--- config.mk ---
export PLATFORM = sky130hd
export DESIGN_NAME = conv_kernel_scheduler
export DESIGN_NICKNAME = d
export VERILOG_FILES = /design/src/rtl/snn_interfaces_pkg.sv /design/src/rtl/conv_kernel_scheduler_picker.sv /design/src/rtl/conv_kernel_scheduler.sv
export SDC_FILE = /design/constraint.sdc
export NUM_CORES = 1
export LEC_CHECK = 0
export ABC_AREA = 1
export BUFFER_PORTS_ARGS = -buffer_cell sky130_fd_sc_hd__clkbuf_2
export CORE_MARGIN = 4
export CORE_UTILIZATION = 43
export CTS_BUF_LIST = sky130_fd_sc_hd__clkbuf_2 sky130_fd_sc_hd__clkbuf_4 sky130_fd_sc_hd__clkbuf_8
export DETAILED_ROUTE_END_ITERATION = 12
export GPL_TIMING_DRIVEN = 0
export PLACE_DENSITY = 0.83
export SYNTH_ARGS = -nofsm -noshare
export SYNTH_HDL_FRONTEND = slang
export SYNTH_SLANG_ARGS = --single-unit
export TNS_END_PERCENT = 50
--- constraint.sdc ---
create_clock -name clk -period 2.8 [get_ports clk]
set_input_delay 0.28 -clock clk [delete_from_list [all_inputs] [get_ports clk]]
set_output_delay 0.28 -clock clk [all_outputs]
set_load 0.01 [all_outputs]
--- src/rtl/snn_interfaces_pkg.sv ---
// Shared types and sizing for the SNN convolution datapath.
// Holds the event bundle, kernel address type and address helper.
package snn_interfaces_pkg;

    localparam int IN_CHANNELS        = 2;
    localparam int OUT_CHANNELS       = 2;
    localparam int KERNEL_SIZE        = 3;
    localparam int KERNEL_WEIGHT_BITS = 6;
    localparam int IMG_WIDTH          = 32;
    localparam int IMG_HEIGHT         = 32;
    localparam int COORD_BITS         = 8;
    localparam int TIMESTEP_BITS      = 16;

    localparam int CH_BITS    = (IN_CHANNELS > 1) ? $clog2(IN_CHANNELS) : 1;
    localparam int K_BITS     = (KERNEL_SIZE > 1) ? $clog2(KERNEL_SIZE) : 1;
    localparam int KADDR_BITS = $clog2(IN_CHANNELS * KERNEL_SIZE * KERNEL_SIZE);
    localparam int WVEC_BITS  = OUT_CHANNELS * KERNEL_WEIGHT_BITS;

    typedef struct packed {
        logic [TIMESTEP_BITS-1:0] timestep;
        logic [COORD_BITS-1:0]    x;
        logic [COORD_BITS-1:0]    y;
        logic [IN_CHANNELS-1:0]   spikes;
    } output_vector_t;

    typedef logic [KADDR_BITS-1:0] kernel_addr_t;

    typedef enum logic [1:0] {
        S_IDLE,
        S_ISSUE,
        S_DRAIN
    } sched_state_t;

    function automatic kernel_addr_t kernel_addr(
        input int ch,
        input int ky,
        input int kx,
        input int k
    );
        return kernel_addr_t'(ch * k * k + ky * k + kx);
    endfunction

endpackage

--- src/rtl/conv_kernel_scheduler_picker.sv ---
// Finds the lowest set spike bit, either from bit 0 or strictly
// above the current channel; flags when no channel remains.
module spike_channel_picker
    import snn_interfaces_pkg::*;
(
    input  logic [IN_CHANNELS-1:0] mask,
    input  logic [CH_BITS-1:0]     cur_ch,
    input  logic                   from_start,
    output logic [CH_BITS-1:0]     next_ch,
    output logic                   none_left
);

    always_comb begin
        next_ch   = '0;
        none_left = 1'b1;
        // Descending scan so the lowest qualifying bit wins.
        for (int i = IN_CHANNELS - 1; i >= 0; i--) begin
            if (mask[i] && (from_start || (i > int'(cur_ch)))) begin
                next_ch   = CH_BITS'(i);
                none_left = 1'b0;
            end
        end
    end

endmodule

--- src/rtl/conv_kernel_scheduler.sv ---
// Walks active channels and kernel taps of one spike event,
// issues weight BRAM reads and forwards tagged weight vectors.
module conv_kernel_scheduler
    import snn_interfaces_pkg::*;
(
    input  logic                   clk,
    input  logic                   rst_n,
    input  logic                   event_valid,
    output logic                   event_ready,
    input  output_vector_t         event_in,
    output logic                   bram_en,
    output logic [KADDR_BITS-1:0]  bram_addr,
    input  logic [WVEC_BITS-1:0]   bram_rdata,
    output logic                   out_valid,
    input  logic                   out_ready,
    output logic [COORD_BITS-1:0]  out_x,
    output logic [COORD_BITS-1:0]  out_y,
    output logic [CH_BITS-1:0]     out_ch,
    output logic [WVEC_BITS-1:0]   out_weights,
    output logic                   busy,
    output logic                   done
);

    localparam int TW   = COORD_BITS + 1;
    localparam int HALF = KERNEL_SIZE / 2;
    localparam logic [K_BITS-1:0] K_LAST = K_BITS'(KERNEL_SIZE - 1);

    sched_state_t          state_q, state_d;
    output_vector_t        ev_q, ev_d;
    logic [CH_BITS-1:0]    ch_q, ch_d;
    logic [K_BITS-1:0]     kx_q, kx_d;
    logic [K_BITS-1:0]     ky_q, ky_d;
    logic                  out_valid_q, out_valid_d;
    logic [COORD_BITS-1:0] out_x_q, out_x_d;
    logic [COORD_BITS-1:0] out_y_q, out_y_d;
    logic [CH_BITS-1:0]    out_ch_q, out_ch_d;
    logic                  zero_done_q, zero_done_d;

    logic                   pick_start;
    logic [IN_CHANNELS-1:0] pick_mask;
    logic [CH_BITS-1:0]     pick_ch;
    logic                   pick_none;

    logic signed [TW-1:0] tx, ty;
    logic                 in_bounds, stall, fire, advance, drain_done;
    logic                 unused_timestep;

    assign pick_start = (state_q == S_IDLE);
    assign pick_mask  = pick_start ? event_in.spikes : ev_q.spikes;

    spike_channel_picker u_picker (
        .mask       (pick_mask),
        .cur_ch     (ch_q),
        .from_start (pick_start),
        .next_ch    (pick_ch),
        .none_left  (pick_none)
    );

    // Output neuron fed by this tap; kept signed to catch left/top overrun.
    always_comb begin
        tx = $signed({1'b0, ev_q.x}) - $signed(TW'(kx_q)) + $signed(TW'(HALF));
        ty = $signed({1'b0, ev_q.y}) - $signed(TW'(ky_q)) + $signed(TW'(HALF));
        in_bounds = !tx[TW-1] && !ty[TW-1]
                 && (tx < $signed(TW'(IMG_WIDTH)))
                 && (ty < $signed(TW'(IMG_HEIGHT)));
    end

    assign stall      = out_valid_q && !out_ready;
    assign fire       = (state_q == S_ISSUE) && in_bounds && !stall;
    assign advance    = (state_q == S_ISSUE) && (!in_bounds || !stall);
    assign drain_done = (state_q == S_DRAIN) && (!out_valid_q || out_ready);

    always_comb begin
        state_d     = state_q;
        ev_d        = ev_q;
        ch_d        = ch_q;
        kx_d        = kx_q;
        ky_d        = ky_q;
        zero_done_d = 1'b0;
        out_valid_d = fire || stall;
        out_x_d     = out_x_q;
        out_y_d     = out_y_q;
        out_ch_d    = out_ch_q;
        if (fire) begin
            out_x_d  = tx[COORD_BITS-1:0];
            out_y_d  = ty[COORD_BITS-1:0];
            out_ch_d = ch_q;
        end
        unique case (state_q)
            S_IDLE: begin
                if (event_valid) begin
                    ev_d = event_in;
                    ch_d = pick_ch;
                    kx_d = '0;
                    ky_d = '0;
                    if (pick_none) zero_done_d = 1'b1;
                    else           state_d     = S_ISSUE;
                end
            end
            S_ISSUE: begin
                if (advance) begin
                    if (kx_q != K_LAST) begin
                        kx_d = kx_q + K_BITS'(1);
                    end else begin
                        kx_d = '0;
                        if (ky_q != K_LAST) begin
                            ky_d = ky_q + K_BITS'(1);
                        end else begin
                            ky_d = '0;
                            if (pick_none) state_d = S_DRAIN;
                            else           ch_d    = pick_ch;
                        end
                    end
                end
            end
            S_DRAIN: begin
                if (drain_done) state_d = S_IDLE;
            end
            default: state_d = S_IDLE;
        endcase
    end

    always_ff @(posedge clk or negedge rst_n) begin
        if (!rst_n) begin
            state_q     <= S_IDLE;
            ev_q        <= '0;
            ch_q        <= '0;
            kx_q        <= '0;
            ky_q        <= '0;
            out_valid_q <= 1'b0;
            out_x_q     <= '0;
            out_y_q     <= '0;
            out_ch_q    <= '0;
            zero_done_q <= 1'b0;
        end else begin
            state_q     <= state_d;
            ev_q        <= ev_d;
            ch_q        <= ch_d;
            kx_q        <= kx_d;
            ky_q        <= ky_d;
            out_valid_q <= out_valid_d;
            out_x_q     <= out_x_d;
            out_y_q     <= out_y_d;
            out_ch_q    <= out_ch_d;
            zero_done_q <= zero_done_d;
        end
    end

    assign unused_timestep = ^ev_q.timestep;

    assign event_ready = (state_q == S_IDLE);
    assign busy        = (state_q != S_IDLE);
    assign done        = zero_done_q || drain_done;
    assign bram_en     = fire;
    assign bram_addr   = fire ? kernel_addr(int'(ch_q), int'(ky_q), int'(kx_q),
                                            KERNEL_SIZE)
                              : '0;
    assign out_valid   = out_valid_q;
    assign out_x       = out_x_q;
    assign out_y       = out_y_q;
    assign out_ch      = out_ch_q;
    assign out_weights = out_valid_q ? bram_rdata : '0;

endmodule

==> flow_summary.ini <==
[global_route]
grt_pass1_wl_microns = 12900
antenna_found_initial = 0
grt_pass1_vias = 3010
grt_overflow_total = 0
grt_start_max_net_pins = 44
grt.total_usage_pct = 18.7

[route]
drc = 0
drtIter0Drc = 251
vias_per_cell = 4.79
drt_wl_total_microns = 7820
drtPass1Iterations = 4
via_count = 2960
drtAntennaViolNets = 0
routedWlPerCell_microns = 12.7

[cts]
numClockSinks = 43
path_clk_slew_ns = 0.08
cts_buffers = 5
clkLatencyLatePin_ns = 0.30
cts_tree = yes
cts_root_buf = clkbuf_8
htreeDepth = 2
ctsHoldBuffers = 0
clockBufferDepth = 2

[final_layout]
drive_above_1_share_pct = 32.2
area.growth.synth_to_final_pct = 33.4
final_area_sq_um = 4080
nets = 605
diodes = 0

[placement]
placed_area_sq_um = 3540
place.gp.congestion = 0.886
dp_hpwl_microns = 5570
port_buffers = 72

[sta]
slew_viol_final = 0
tightest_slew_ns = 1.09
fin_crit_ns = 3.09
final.setup.tns_ns = -2.06
setup_violations = 8
hold_violations = 0
fin_worst_skew_ns = 0.00381
fmax_mhz = 324
finalCritPeriodShare_pct = 110
layout_setup_ws_ns = -0.286
grt_setup_unrepaired = true
relSlewSlack_pct = 27.2
timing.hold.ws_ns = 0.166

[power_and_ir_drop]
internal-power_mw = 2.51
power.switching_mw = 2.26
power_frac_comb_pct = 67.3
power.share.sequential_pct = 20.3
power_density_nw_per_um2 = 1170
p_sw_share_pct = 47.4
p_clk_share_pct = 12.3
cellLeakagePower_nw = 2.38
peakVddDrop_uv = 456

[setup_path]
rr_startpoint = ev_q[11]
crit_path_max_incr_delay_ns = 0.39
path_buf_inv = 12
critPathLaunchType = register
worst-path-stages = 26
critical_path_class = reg2reg
slowest_stage = dfrtp_1
crit_fanout = 3
crit-reg2reg-capture = kx_q[1]
rr_worst_depth = 26
endpoint_kind = register
cp_top_family = buffers and inverters
rrSetupSlack_ns = -0.29
cp_data_required_time_ns = 2.99
cpMostUsedCell = buf_4
arrival_ns = 3.28

[die]
rows = 30
ioPinCount = 89
dieWidth_microns = 92.3
die_h_microns = 92.3
core_area_sq_um = 6870
dieArea_sq_um = 8520
start_util_pct = 44.5

[yosys]
netlist_area_sq_um = 3060
synth_nets = 498
synth_top_area_cell = dfrtp_1
synth_seq_cells = 43
ys_seq_area_share_pct = 35.2
synth.distinct_cells = 29
synth_top_area_share_pct = 35.2
synthTopCellsByArea = dfrtp_1 35%, nand2_1 13%, ha_1 11%
yosys_warnings = 0
synth_area_per_cell_sq_um = 7.39
synth_cells = 414

[flow_run]
drv_cap = 0

[min_path]
min_path_type = in2async

[outcome]
status = finished, violations left
violations = negative setup slack
placed cells by master (no fill, tap or decap), types with 2 or more instances in the layout:
master / Yosys / layout
xnor2_1: 3 / 3
inv_1: 82 / 76
inv_2: 7 / 11
nor3_1: 6 / 6
buf_12: 1 / 2
bufinv_16: 0 / 2
nor2_2: 0 / 3
xor2_1: 3 / 3
buf_6: 1 / 7
a21oi_1: 20 / 19
ha_2: 0 / 2
ha_1: 27 / 22
nor2_1: 37 / 33
ha_4: 0 / 3
clkbuf_1: 3 / 3
o21ai_0: 10 / 9
nand3_2: 0 / 6
fa_1: 7 / 2
nor2_4: 4 / 5
dfrtp_2: 0 / 4
dfrtp_1: 43 / 39
nand2_1: 108 / 104
nand4_1: 8 / 8
buf_2: 2 / 2
mux2_2: 2 / 2
clkbuf_8: 0 / 5
nand3_1: 26 / 20
clkbuf_2: 0 / 66
fa_2: 0 / 5
nand2_2: 6 / 10
buf_4: 0 / 26
metrics by stage:
step,worst slack [ns],utilization (%),std cells,power [mW]
after detailed placement,-0.352,51.5,582,3.59
final,-0.286,59.4,618,4.77
after CTS,-0.313,57.2,612,4.48
after global placement,-0.291,51.5,582,3.46
after floorplan,0.000133,-,414,2.99
after global routing,-0.422,59.4,618,5.24
power groups by stage:
stage / registers (mW) / logic (mW) / clock network [mW]
after floorplan: 0.975 / 2.02 / 0
after global placement: 0.983 / 2.48 / 0
after detailed placement: 0.993 / 2.60 / 0
after CTS: 0.969 / 2.91 / 0.601
after global routing: 1.00 / 3.61 / 0.625
final: 0.971 / 3.21 / 0.589
worst max-delay path by stage:
stage	startpoint	end	slack (ns)
2_1_floorplan	kx_q[1]	bram_addr[2]	0.0001
3_3_place_gp	kx_q[1]	bram_addr[0]	-0.29
3_5_place_dp	kx_q[1]	bram_addr[3]	-0.35
4_1_cts	ev_q[11]	bram_addr[3]	-0.31
5_1_grt	ev_q[11]	kx_q[0]	-0.42
6_report	ev_q[11]	kx_q[1]	-0.29
sequential cells by signal, indices dropped and copies added (netlist names):
| register | count |
|---|---|
| ev_q | 17 |
| out_x | 8 |
| out_y | 8 |
| kx_q | 2 |
| ky_q | 2 |
| state_q | 2 |
| ch_q | 1 |
| out_ch | 1 |
| out_valid | 1 |
| zero_done_q | 1 |
area by class of cell:
class	count	area, sq um
plain buffers	7	58.8
clock buffers	6	76.3
clock inverters	2	60.1
fillers	597	2790
inverters	89	349
multi-input cells	275	1710
flip-flops and latches	43	1080
well taps	96	120
repair buffers	100	622
Yosys cell counts (all sizes together):
cell,number
nand4,8
a211oi,1
a21oi,20
dfrtp,43
o31ai,1
mux2,2
buf,4
xnor2,3
clkbuf,3
nor3,6
or2,2
o21ai,10
a31oi,1
nand3b,1
fa,7
inv,89
xor2,3
nor4,1
nor2,41
nand2,114
nand3,26
o21bai,1
ha,27
metal layers:
metal	track usage, %	share of wire (%)
met2	35.3	52
met4	5.57	1.4
met1	20.8	40
met3	4.06	5.8
met5	0	0
timing repair:
item,CTS,global route
endpoints found under the setup margin,21,23
buffers inserted,22,6
resized for setup,25,33
pin swaps,7,8
endpoints found under the hold margin,0,0
worst register-to-register path: stages, from the launching register on:
cell	delay (ns)
dfrtp_1	0.39
inv_2	0.08
ha_4	0.21
inv_4	0.06
ha_4	0.13
inv_2	0.03
fa_2	0.34
inv_2	0.07
nand3_2	0.06
buf_4	0.14
nand3b_1	0.09
nand2_2	0.07
nand2_2	0.06
nor2_2	0.04
nand3_2	0.07
nor2_4	0.04
buf_4	0.12
buf_4	0.12
buf_4	0.12
buf_4	0.12
buf_4	0.12
buf_4	0.12
buf_4	0.12
nand3_2	0.07
nand2_2	0.06
nand2_1	0.07
nand2_1	0.06
cells by family after synthesis:
group / share of synthesized area, %
simple gates: 28.2
buf+inv: 12.6
flops: 35.2
compound gates: 5.85
fa+ha+maj: 15.6
xor+xnor: 1.72
mux: 0.736
Note: power is estimated with default switching activity, not from simulation.
